`config.mk`:
```
export PLATFORM = sky130hd
export DESIGN_NAME = booth_arbiter
export DESIGN_NICKNAME = d
export VERILOG_FILES = /design/src/rtl/booth_arb_pkg.sv /design/src/rtl/rr_arbiter.sv /design/src/rtl/booth_arbiter.sv
export SDC_FILE = /design/constraint.sdc
export NUM_CORES = 1
export LEC_CHECK = 0
export CAP_MARGIN = 10
export CELL_PAD_IN_SITES_DETAIL_PLACEMENT = 0
export CELL_PAD_IN_SITES_GLOBAL_PLACEMENT = 1
export CORE_MARGIN = 4
export CORE_UTILIZATION = 30
export CTS_CLUSTER_SIZE = 14
export DETAILED_ROUTE_END_ITERATION = 12
export GPL_ROUTABILITY_DRIVEN = 0
export PLACE_DENSITY = 0.71
export SYNTH_ARGS = -nofsm -noshare
export SYNTH_HDL_FRONTEND = slang
export SYNTH_SLANG_ARGS = --single-unit
```
`constraint.sdc`:
```
create_clock -name clk -period 1.9 [get_ports clk]
set_input_delay 0.38 -clock clk [delete_from_list [all_inputs] [get_ports clk]]
set_output_delay 0.38 -clock clk [all_outputs]
set_load 0.02 [all_outputs]
```
`src/rtl/booth_arb_pkg.sv`:
```
// Shared types and widths for the Booth multiplier arbiter.
// The state encoding and operand/product widths are common to the top and its testbench.
package booth_arb_pkg;

  typedef enum logic [2:0] {
    IDLE,
    LOAD_M,
    LOAD_Q,
    BUSY,
    READ_LO,
    RESP
  } state_t;

  localparam int OPW   = 8;
  localparam int PRODW = 16;

endpackage

```
`src/rtl/rr_arbiter.sv`:
```
// Combinational round-robin picker: grants the first requester above ptr, wrapping modulo NREQ.
// The requester at ptr itself has the lowest priority.
module rr_arbiter #(
  parameter int NREQ = 2
) (
  input  logic [NREQ-1:0]         req,
  input  logic [$clog2(NREQ)-1:0] ptr,
  output logic [NREQ-1:0]         grant,
  output logic [$clog2(NREQ)-1:0] grant_idx,
  output logic                    any_req
);

  localparam int IW = $clog2(NREQ);

  always_comb begin : pick
    logic [IW-1:0] idx;
    logic          found;
    grant     = '0;
    grant_idx = '0;
    any_req   = |req;
    found     = 1'b0;
    idx       = '0;
    for (int off = 1; off <= NREQ; off++) begin
      idx = IW'((int'(ptr) + off) % NREQ);
      if (!found && req[idx]) begin
        found          = 1'b1;
        grant[idx]     = 1'b1;
        grant_idx      = idx;
      end
    end
  end

endmodule

```
`src/rtl/booth_arbiter.sv`:
```
// Round-robin front end sharing one byte-serial Booth multiplier core among NREQ requesters.
// Sequences operand load, waits for the core under a watchdog, and returns {hi,lo} or an error.
module booth_arbiter
  import booth_arb_pkg::*;
#(
  parameter int NREQ    = 2,
  parameter int TIMEOUT = 32
) (
  input  logic                clk,
  input  logic                rst_n,
  input  logic [NREQ-1:0]     req_valid,
  output logic [NREQ-1:0]     req_ready,
  input  logic [NREQ*OPW-1:0] req_a,
  input  logic [NREQ*OPW-1:0] req_b,
  output logic [NREQ-1:0]     rsp_valid,
  input  logic [NREQ-1:0]     rsp_ready,
  output logic [PRODW-1:0]    rsp_product,
  output logic                rsp_err,
  output logic                mul_enable,
  output logic [OPW-1:0]      mul_inbus,
  input  logic                mul_done,
  input  logic [OPW-1:0]      mul_outbus
);

  localparam int IW  = $clog2(NREQ);
  localparam int WDW = (TIMEOUT > 1) ? $clog2(TIMEOUT) : 1;

  state_t            state_reg, state_next;
  logic [IW-1:0]     ptr_reg, g_reg;
  logic [OPW-1:0]    a_reg, b_reg, hi_reg;
  logic [WDW-1:0]    wd_reg;
  logic [PRODW-1:0]  product_reg;
  logic              err_reg;

  logic [NREQ-1:0]   grant;
  logic [IW-1:0]     grant_idx;
  logic              any_req;
  logic              wd_expired;

  logic [OPW-1:0]    a_lane [NREQ];
  logic [OPW-1:0]    b_lane [NREQ];

  for (genvar gi = 0; gi < NREQ; gi++) begin : g_lane
    assign a_lane[gi]    = req_a[gi*OPW +: OPW];
    assign b_lane[gi]    = req_b[gi*OPW +: OPW];
    assign rsp_valid[gi] = (state_reg == RESP) && (g_reg == IW'(gi));
  end

  rr_arbiter #(.NREQ(NREQ)) u_rr (
    .req       (req_valid),
    .ptr       (ptr_reg),
    .grant     (grant),
    .grant_idx (grant_idx),
    .any_req   (any_req)
  );

  assign wd_expired  = (wd_reg == WDW'(TIMEOUT - 1));
  assign rsp_product = product_reg;
  assign rsp_err     = err_reg;

  always_ff @(posedge clk or negedge rst_n) begin
    if (!rst_n) state_reg <= IDLE;
    else        state_reg <= state_next;
  end

  // req_ready is gated by rst_n so no acceptance can be signalled while held in reset.
  always_comb begin
    state_next = state_reg;
    req_ready  = '0;
    mul_enable = 1'b0;
    mul_inbus  = '0;
    case (state_reg)
      IDLE: begin
        if (any_req && rst_n) begin
          req_ready  = grant;
          state_next = LOAD_M;
        end
      end
      LOAD_M: begin
        mul_enable = 1'b1;
        mul_inbus  = a_reg;
        state_next = LOAD_Q;
      end
      LOAD_Q: begin
        mul_inbus  = b_reg;
        state_next = BUSY;
      end
      BUSY: begin
        if (mul_done)        state_next = READ_LO;
        else if (wd_expired) state_next = RESP;
      end
      READ_LO: state_next = RESP;
      RESP: begin
        if (rsp_ready[g_reg]) state_next = IDLE;
      end
      default: state_next = IDLE;
    endcase
  end

  always_ff @(posedge clk or negedge rst_n) begin
    if (!rst_n) begin
      ptr_reg     <= IW'(NREQ - 1);
      g_reg       <= '0;
      a_reg       <= '0;
      b_reg       <= '0;
      hi_reg      <= '0;
      wd_reg      <= '0;
      product_reg <= '0;
      err_reg     <= 1'b0;
    end else begin
      case (state_reg)
        IDLE: begin
          if (any_req) begin
            a_reg <= a_lane[grant_idx];
            b_reg <= b_lane[grant_idx];
            g_reg <= grant_idx;
          end
        end
        LOAD_Q: wd_reg <= '0;
        BUSY: begin
          wd_reg <= wd_reg + 1'b1;
          // A done in the expiry cycle still wins: the core result is taken.
          if (mul_done) begin
            hi_reg <= mul_outbus;
          end else if (wd_expired) begin
            product_reg <= '0;
            err_reg     <= 1'b1;
          end
        end
        READ_LO: begin
          product_reg <= {hi_reg, mul_outbus};
          err_reg     <= 1'b0;
        end
        RESP: begin
          if (rsp_ready[g_reg]) ptr_reg <= g_reg;
        end
        default: ;
      endcase
    end
  end

endmodule

```
==> impl_metrics.toml <==
[outcome]
status = "finished, violations left"
violations = "negative setup slack"

[run]
max_cap_violations = 0

[yosys]
syn_nets = 252
ys_ff_latch = 51
synthArstFlopShare = 1.00
synthCells = 203
synthesis.area_um2 = 2410
synth_cell_type_count = 42
ys.flop_type = "dfrtp_1"
avgSynthCellArea_um2 = 11.9
yosysSeqAreaShare = 0.530
synth_edf_count = 0
yosys_warnings = 0

[global_routing]
overflow = 0
grt-busiest-layer = "met2"
grt_pass1_vias = 2052
grtUsageMet1 = 0.194
track_usage = 0.135
antenna_found_initial = 0
grtUsageMet2 = 0.202
grt_pass1_wl_um = 10500
met3_usage = 0.0373
grt_max_degree = 53

[placed_design]
port_buffers = 76
place_ws_ns = -0.441
dp_hpwl_um = 4430

[timing]
setup_violations = 2
slew_viol_final = 0
timing.final.crit_share = 1.01
period_minus_slack_ns = 1.91
worstMarginPinSlew_ns = 0.656
rsz0062_at_grt = "true"
hold_viol = 0
timing.fmax_mhz = 524
maxSlewHeadroom = 0.563
fin_worst_skew_ns = 0.00732
setup_ws_ns = -0.0100
setup-tns-final_ns = -0.0138

[clock_tree]
clk_pin_slew_ns = 0.10
htree_levels = 2
cts_tree = "yes"
cts.path.max_buffers = 2
cts_root_buf = "clkbuf_8"
holdBufCountCts = 0
numCtsBuffers = 5
cts_sinks = 51
worstSkewPairLatency_ns = 0.31

[floorplan]
chipWidth_um = 97.7
fp.dieH_um = 97.7
core_um2 = 7770
die_area_um2 = 9540
row_count = 32
boundaryPins = 77
initial_core_util = 0.310

[worst_setup_path]
ff2ff_path_depth = 7
crit_path_max_fanout = 2
r2r_start = "wd_reg[0]"
cp-end-kind = "output pin"
worstSetupPathType = "flip-flop to output pin"
arrival_ns = 1.53
rr_endpoint = "rsp_product[7]"
ff2ff_setup_slack_ns = 0.13
cp_data_required_time_ns = 1.52
critPathLaunchType = "flip-flop"

[final_layout]
n_fill_cell = 752
mostFrequentLayoutCell = "clkdlybuf4s50_1"
final_cell_mix = "clkdlybuf4s50_1, dfrtp_1, buf_4"
drive_gt1_frac = 0.264
largest_reg_flops = 16
synthToLayoutAreaGrowth_pct = 46.5
fin_nets = 340
diodes = 0

[power]
power_mw = 5.59
p_per_area_nw_per_um2 = 1580
ir_worst_vdd_mv = 0.748
p_leak_nw = 1.49

[routing]
wire_per_inst_um = 16.4
ant_nets = 0
vias = 2011
via_per_inst = 5.10
dr.first_iter.drc_count = 69
drc = 0
first_pass_iters = 4
wl_um = 6480

[hold_path]
min_path_type = "input pin to async pin"
-- repair_timing --
action | in CTS | in global routing
cloned | 0 | 1
endpoints found under the setup margin | 13 | 26
setup buffers | 1 | 0
gates resized for setup | 66 | 24
pin swaps | 5 | 6
-- Yosys cell counts, types with 3 or more instances --
master / instances / area share
mux2_2: 9 / 0.042
clkbuf_1: 3 / 0.0047
nand3_1: 5 / 0.010
a22oi_1: 9 / 0.028
nor2b_1: 4 / 0.010
a2bb2oi_1: 16 / 0.058
dfrtp_1: 50 / 0.52
a21oi_1: 3 / 0.0062
nand2b_1: 3 / 0.0078
o32ai_1: 16 / 0.058
o21ai_0: 6 / 0.012
a22o_1: 17 / 0.062
buf_2: 9 / 0.019
nor2_1: 11 / 0.017
nand2_1: 9 / 0.014
-- where the power goes --
| group | internal (mW) | switching, mW |
|---|---|---|
| Combinational | 1.54 | 1.43 |
| Clock | 0.274 | 0.409 |
| Sequential | 1.60 | 0.338 |
-- metrics by stage --
step / instances / util / cell area [um2] / hold WS, ns
floorplan: 203 / - / 2410 / 0.0844
global placement: 384 / 0.433 / 3360 / 0.456
detailed placement: 384 / 0.433 / 3360 / 0.467
CTS: 393 / 0.446 / 3460 / 0.258
global route: 394 / 0.455 / 3530 / 0.290
finish: 394 / 0.455 / 3530 / 0.245
-- critical path, stage by stage, from the launching register on --
cell	delay, ns
dfrtp_1	0.42
nor3_2	0.22
nand2_1	0.13
nor3_2	0.19
buf_4	0.15
buf_6	0.11
-- cell type report --
type	instances	area, um2	area share
clock buffer	5	68.8	0.0195
clock inverter	3	28.8	0.00815
inverter	3	11.3	0.00319
multi-input combinational	132	1090	0.309
sequential	51	1280	0.362
tap	102	128	0.0361
timing repair buffer	98	927	0.262
-- worst max path at each step --
stage	slack, ns	cells past startpoint	to	startpoint
6_report	-0.01	5	req_ready[0]	state_reg[2]
3_5_place_dp	-0.44	5	req_ready[1]	req_valid[0]
3_3_place_gp	-0.46	5	req_ready[1]	req_valid[0]
2_1_floorplan	0.05	5	req_ready[0]	state_reg[0]
4_1_cts	-0.03	6	mul_inbus[0]	state_reg[1]
5_1_grt	-0.14	5	req_ready[0]	state_reg[2]
-- cells by family (layout without fill, tap and decap cells) --
group | count (synthesis) | in the layout | synth area share
simple gates | 47 | 47 | 0.120
fa+ha+maj | 2 | 2 | 0.0104
mux | 9 | 9 | 0.0420
flops | 51 | 51 | 0.530
compound gates | 74 | 74 | 0.253
buf+inv | 20 | 109 | 0.0451
-- per-layer routing --
metal | vias to the layer above | share of wire
li1 | 956 | -
met1 | 996 | 0.48
met2 | 52 | 0.46
met3 | 7 | 0.053
met4 | 0 | 0.0086
met5 | - | 0
Note: power is estimated with default switching activity, not from simulation.
